## src/rtl/connect4_pkg.sv

```systemverilog
// Shared Connect-4 types and constants: column-input FSM states, game-status codes
// and the "no column" code.
package connect4_pkg;

    typedef enum logic [1:0] {
        IDLE         = 2'b00,
        DEBOUNCE     = 2'b01,
        FIRE         = 2'b10,
        WAIT_RELEASE = 2'b11
    } col_state_e;

    localparam logic [1:0] GS_PLAYING = 2'b00;
    localparam logic [1:0] GS_P1_WIN  = 2'b01;
    localparam logic [1:0] GS_P2_WIN  = 2'b10;
    localparam logic [1:0] GS_TIE     = 2'b11;

    localparam logic [3:0] COL_NONE = 4'b1111;

    // True when exactly one active-low button is pressed.
    function automatic logic is_single_press(input logic [3:0] v);
        return (v == 4'b1110) || (v == 4'b1101) || (v == 4'b1011) || (v == 4'b0111);
    endfunction

endpackage

```

## src/rtl/column_input_ctrl_if.sv

```systemverilog
// Button/game-status inputs and column/strobe outputs of the column input front-end.
interface column_input_ctrl_if;
    logic [3:0] btn_n;
    logic [1:0] game_status;
    logic [3:0] out_column;
    logic       out_enable;
    logic [1:0] out_state;

    modport master (
        output btn_n,
        output game_status,
        input  out_column,
        input  out_enable,
        input  out_state
    );

    modport slave (
        input  btn_n,
        input  game_status,
        output out_column,
        output out_enable,
        output out_state
    );
endinterface

```

## src/rtl/btn_sync2.sv

```systemverilog
// Parameterised-width two-flop synchronizer; resets to all-ones (buttons released).
module btn_sync2 #(
    parameter int unsigned WIDTH = 4
) (
    input  logic             clk,
    input  logic             rst,
    input  logic [WIDTH-1:0] d_i,
    output logic [WIDTH-1:0] q_o
);
    logic [WIDTH-1:0] meta_q;
    logic [WIDTH-1:0] sync_q;

    always_ff @(posedge clk or posedge rst) begin
        if (rst) begin
            meta_q <= '1;
            sync_q <= '1;
        end else begin
            meta_q <= d_i;
            sync_q <= meta_q;
        end
    end

    assign q_o = sync_q;
endmodule

```

## src/rtl/column_input_ctrl.sv

```systemverilog
// Debounced one-hot (active-low) column code plus single-cycle move strobe.
// Define COLSEL_LOCKOUT_EN to block presses while game_status is not "playing".
module column_input_ctrl
    import connect4_pkg::*;
#(
    parameter int unsigned DEBOUNCE_CYCLES = 1000000,
    parameter int unsigned CNT_W           = 20
) (
    input logic              clk,
    input logic              reset,
    column_input_ctrl_if.slave bus
);
    localparam logic [CNT_W-1:0] CNT_LAST = CNT_W'(DEBOUNCE_CYCLES - 1);

    logic [3:0]       sync;
    logic             press_ok;
    col_state_e       state_q, state_d;
    logic [CNT_W-1:0] cnt_q, cnt_d;
    logic [3:0]       cand_q, cand_d;
    logic [3:0]       col_q, col_d;

    btn_sync2 #(.WIDTH(4)) u_sync (
        .clk (clk),
        .rst (reset),
        .d_i (bus.btn_n),
        .q_o (sync)
    );

`ifdef COLSEL_LOCKOUT_EN
    assign press_ok = (bus.game_status == GS_PLAYING);
`else
    logic unused_game_status;
    assign unused_game_status = ^bus.game_status;
    assign press_ok = 1'b1;
`endif

    always_ff @(posedge clk or posedge reset) begin
        if (reset) begin
            state_q <= IDLE;
            cnt_q   <= '0;
            cand_q  <= COL_NONE;
            col_q   <= COL_NONE;
        end else begin
            state_q <= state_d;
            cnt_q   <= cnt_d;
            cand_q  <= cand_d;
            col_q   <= col_d;
        end
    end

    always_comb begin
        state_d = state_q;
        cnt_d   = cnt_q;
        cand_d  = cand_q;
        col_d   = col_q;
        unique case (state_q)
            IDLE: begin
                if (is_single_press(sync) && press_ok) begin
                    cand_d  = sync;
                    cnt_d   = '0;
                    state_d = DEBOUNCE;
                end
            end
            DEBOUNCE: begin
                // Column is latched on the edge entering FIRE so it is stable during the strobe.
                if (!press_ok || (sync != cand_q)) begin
                    state_d = IDLE;
                end else if (cnt_q == CNT_LAST) begin
                    state_d = FIRE;
                    col_d   = cand_q;
                end else begin
                    cnt_d = cnt_q + 1'b1;
                end
            end
            FIRE: begin
                state_d = WAIT_RELEASE;
                cnt_d   = '0;
            end
            WAIT_RELEASE: begin
                if (sync != COL_NONE) begin
                    cnt_d = '0;
                end else if (cnt_q == CNT_LAST) begin
                    state_d = IDLE;
                end else begin
                    cnt_d = cnt_q + 1'b1;
                end
            end
            default: state_d = IDLE;
        endcase
    end

    assign bus.out_column = col_q;
    assign bus.out_enable = (state_q == FIRE);
    assign bus.out_state  = state_q;
endmodule
```

## src/flat_wrapper.sv

```systemverilog
// flat-port wrapper written by rule: the top's interface ports become plain ports
module column_input_ctrl_flat import connect4_pkg::*;
#(
    parameter int unsigned DEBOUNCE_CYCLES = 1000000,
    parameter int unsigned CNT_W           = 20
)
  (clk, reset, bus_btn_n, bus_game_status, bus_out_column, bus_out_enable, bus_out_state);
  column_input_ctrl_if bus_i ();
  input logic clk;
  input logic reset;
  input wire logic [$bits(bus_i.btn_n)-1:0] bus_btn_n;
  input wire logic [$bits(bus_i.game_status)-1:0] bus_game_status;
  output wire logic [$bits(bus_i.out_column)-1:0] bus_out_column;
  output wire logic [$bits(bus_i.out_enable)-1:0] bus_out_enable;
  output wire logic [$bits(bus_i.out_state)-1:0] bus_out_state;
  assign bus_i.btn_n = bus_btn_n;
  assign bus_i.game_status = bus_game_status;
  assign bus_out_column = bus_i.out_column;
  assign bus_out_enable = bus_i.out_enable;
  assign bus_out_state = bus_i.out_state;
  column_input_ctrl #(.DEBOUNCE_CYCLES(DEBOUNCE_CYCLES), .CNT_W(CNT_W)) u_core (.clk(clk), .reset(reset), .bus(bus_i));
endmodule
```

## config.mk

```make
export PLATFORM = sky130hd
export DESIGN_NAME = column_input_ctrl_flat
export DESIGN_NICKNAME = d
export VERILOG_FILES = /design/src/rtl/connect4_pkg.sv /design/src/rtl/column_input_ctrl_if.sv /design/src/rtl/btn_sync2.sv /design/src/rtl/column_input_ctrl.sv /design/src/flat_wrapper.sv
export SDC_FILE = /design/constraint.sdc
export NUM_CORES = 1
export LEC_CHECK = 0
export CAP_MARGIN = 20
export CORE_MARGIN = 2
export CORE_UTILIZATION = 52
export CTS_CLUSTER_DIAMETER = 150
export DETAILED_ROUTE_END_ITERATION = 10
export GPL_ROUTABILITY_DRIVEN = 0
export PLACE_DENSITY = 0.75
export SLEW_MARGIN = 5
export SYNTH_ARGS = -nofsm -noshare
export SYNTH_HDL_FRONTEND = slang
export SYNTH_SLANG_ARGS = --single-unit
```

## constraint.sdc

```tcl
create_clock -name clk -period 2.1 [get_ports clk]
set_clock_uncertainty 0.1 [all_clocks]
set_input_delay 0.42 -clock clk [delete_from_list [all_inputs] [get_ports clk]]
set_output_delay 0.42 -clock clk [all_outputs]
set_load 0.02 [all_outputs]
```

==> flow_metrics.py <==
metrics = {
    "clock_tree": {
        "worstSkewPairLatency_ps": 300,
        "clockRootBuffer": "clkbuf_8",
        "holdBufCountCts": 0,
        "numClockSinks": 38,
        "cts.path.max_buffers": 2,
        "h-tree-depth": 2,
        "cts_tree": "built",
        "clkTransAtPathRegs_ps": 80,
        "cts_buffers": 5,
    },
    "detailed_routing": {
        "via_count": 2132,
        "dr.pass1.iters": 5,
        "wl_per_cell_um": 25.2,
        "postRouteAntennaNets": 0,
        "drc": 0,
        "drt_wl_total_mm": 7.61,
        "drt_iter0_drc": 241,
        "viasPerCell": 7.06,
    },
    "yosys": {
        "netlist_instances": 189,
        "syn-cell-area_mm2": 0.00201,
        "synth_seq_area_share_pct": 48.2,
        "netlist_top_cells_count": "22 x dfrtp_1, 16 x dfstp_2, 13 x a21oi_1, 13 x nand2_1, 12 x o31ai_1",
        "yosys-top-cells-area": "dfrtp_1 27%, dfstp_2 21%, o31ai_1 4.5%",
        "synth_top_area_share_pct": 27.3,
        "ys_ff_latch": 38,
        "syn_area_per_cell_um2": 10.7,
        "synth_ff_type": "dfrtp_1",
        "synth_edf_count": 0,
        "synth_most_common_cell": "dfrtp_1",
        "synth_warnings": 0,
        "synth_nets": 198,
        "synthArstFlopShare_pct": 100,
        "yosysTopAreaCell": "dfrtp_1",
        "yosysUniqueCellTypes": 47,
    },
    "grt": {
        "antenna_found_initial": 0,
        "grt_pass1_vias": 2066,
        "grtUsageTotal_pct": 31.6,
        "grt_first_pass_wirelength_mm": 10.1,
        "grt-ovfl-total": 0,
        "grt_max_degree": 39,
    },
    "outcome": {
        "status": "complete, but fails checks",
        "violations": "negative setup slack",
    },
    "sta": {
        "final_max_slew_viol_count": 0,
        "fin_ws_ps": -208,
        "hold_viol_final": 0,
        "setup_tns_ps": -3730,
        "period_share_pct": 110,
        "setup_viol": 32,
        "tightest_slew_ps": 620,
        "rsz0062_at_grt": "yes",
        "max_freq_mhz": 433,
        "period_needed_ps": 2310,
        "worst_slew_margin_rel_pct": 58.6,
    },
    "finish": {
        "synthToLayoutAreaGrowth_pct": 55.5,
        "fillers": 171,
        "drive_gt1_share_pct": 58.7,
        "fin_nets": 262,
        "antenna_cells": 0,
        "utilization_pct": 84.9,
    },
    "critical_path": {
        "arrival_ps": 2380,
        "worstSetupPathType": "register to register",
        "slowest_stage": "dfstp_2",
        "max_stage_delay_ps": 590,
        "crit_path_end_kind": "register",
        "cp_data_required_time_ps": 2170,
        "crit_fanout": 8,
        "path_cells": "buf_12 > xnor2_1 > nand2_1 > o221a_4 > buf_4 > o31ai_1 > a21oi_2",
        "startpoint_type": "register",
    },
    "floorplan": {
        "io_pins": 15,
        "dieArea_mm2": 0.00439,
        "fp.dieH_um": 66.2,
        "core-area_mm2": 0.00369,
        "initial_utilization_pct": 54.6,
        "rows": 22,
        "die_w_um": 66.2,
    },
    "pwr": {
        "switchingPower_uw": 662,
        "internal_power_uw": 1580,
        "peakVddDrop_mv": 0.559,
        "swShare_pct": 29.5,
        "pwr-share-seq_pct": 39.3,
        "combPwrFrac_pct": 25.8,
        "power_density_mw_per_mm2": 716,
        "clockPowerShare_pct": 34.9,
        "power.leakage_uw": 0.00129,
    },
    "run": {
        "cap_violations": 0,
    },
    "placed_design": {
        "numPortBuffers": 12,
        "preCtsSetupSlack_ps": -241,
        "dpl.hpwl_mm": 3.48,
    },
    "min_path": {
        "min-delay-path-class": "register to register",
    },
}
[through the flow]
stage                     std cells  power (uW)  instance area, um2  hold slack (ps)
final                           302        2240                3130              247
after global routing            302        2310                3130              258
after global placement          274        1210                2450              245
after detailed placement        274        1240                2450              247
after floorplan                 189        1070                2060              245
after CTS                       296        2080                2850              259
[path summary, 6_finish.rpt]
kind	start	slack, ps	depth (start not counted)	to
setup / recovery	u_core.u_sync.q_o[1]$_DFF_PP1_	-210	7	u_core.cnt_q[4]$_DFFE_PP0P_
min in group asynchronous	reset	490	3	u_core.cnt_q[16]$_DFFE_PP0P_
max in group asynchronous	reset	1040	3	u_core.bus.out_column[0]$_DFFE_PP1P_
hold reg to reg	u_core.u_sync.meta_q[2]$_DFF_PP1_	250	0	u_core.u_sync.q_o[2]$_DFF_PP1_
hold / removal	u_core.u_sync.meta_q[2]$_DFF_PP1_	250	0	u_core.u_sync.q_o[2]$_DFF_PP1_
setup reg to reg	u_core.u_sync.q_o[1]$_DFF_PP1_	-210	7	u_core.cnt_q[4]$_DFFE_PP0P_
[cell families after synthesis]
kind of cell | share of synthesized area, %
multiplexers | 4.47
AND/OR/NAND/NOR | 22.1
buffers and inverters | 4.41
XOR/XNOR | 2.17
AO/OA/AOI/OAI | 18.0
adder cells (fa/ha/maj) | 0.621
flip-flops | 48.2
[cell type report]
cell class	count	area [um2]	area share, %
multi-input cells	138	1350	43.0
flip-flops and latches	38	971	31.0
repair buffers	67	601	19.2
clock buffers	6	82.6	2.64
clock inverters	2	60.1	1.92
well taps	48	60.1	1.92
inverters	3	11.3	0.359
[routing by layer]
| layer | vias up | GRT usage [%] | share of wire, % | wire (um) |
|---|---|---|---|---|
| li1 | 865 | - | - | - |
| met4 | 0 | 15.1 | 6.3 | 479 |
| met1 | 1050 | 35.0 | 37 | 2780 |
| met3 | 66 | 7.50 | 8.7 | 663 |
| met2 | 151 | 56.3 | 48 | 3690 |
| met5 | - | 0 | 0 | 0 |
[timing repair]
| action | CTS | global route |
|---|---|---|
| resized for setup | 33 | 55 |
| cloned | 3 | 1 |
| endpoints found under the setup margin | 25 | 27 |
| pin swaps | 21 | 26 |
| buffers inserted | 11 | 9 |
[worst max-delay path, delay by kind of cell (launching register included)]
| kind | cells | cell delay (ps) |
|---|---|---|
| xor gates and xnor gates | 1 | 160 |
| and+or+nand+nor | 1 | 260 |
| AOI/OAI and AO/OA | 3 | 770 |
| DFF | 1 | 590 |
| buffers and inverters | 2 | 310 |
[power by group through the flow]
stage,clock network [uW],logic [uW],registers (uW)
2_1_floorplan,0,206,860
3_3_place_gp,0,341,866
3_5_place_dp,0,362,874
4_1_cts,782,429,867
5_1_grt,819,603,884
6_report,784,579,882
[sequential cells by signal, indices dropped and copies added, names as in the netlist, named ones only]
| name | count |
|---|---|
| u_core.cnt_q | 20 |
| u_core.bus.out_column | 4 |
| u_core.cand_q | 4 |
| u_core.u_sync.meta_q | 4 |
| u_core.u_sync.q_o | 4 |
| u_core.bus.out_state | 1 |
[cell usage in the layout, fill, tap and decap left out, types with 3 or more instances in the layout]
cell | synthesis | final
or3_4 | 1 | 5
nand3_1 | 6 | 6
nand2_2 | 0 | 3
o31ai_1 | 12 | 7
o21ai_2 | 0 | 7
a31oi_1 | 5 | 5
clkbuf_8 | 0 | 6
and3_1 | 8 | 8
o41ai_2 | 0 | 3
dfrtp_1 | 22 | 22
mux2_4 | 0 | 4
buf_4 | 0 | 40
or4_4 | 1 | 6
o221a_4 | 1 | 4
a21oi_1 | 13 | 4
nor4_4 | 2 | 4
o31ai_2 | 0 | 3
a21oi_2 | 0 | 8
mux2_2 | 7 | 4
dfstp_2 | 16 | 16
buf_6 | 3 | 13
xor2_2 | 0 | 3
inv_1 | 3 | 3
clkdlybuf4s50_1 | 0 | 11
nand2_1 | 13 | 10
No activity file was read; power rests on OpenSTA's default activity.
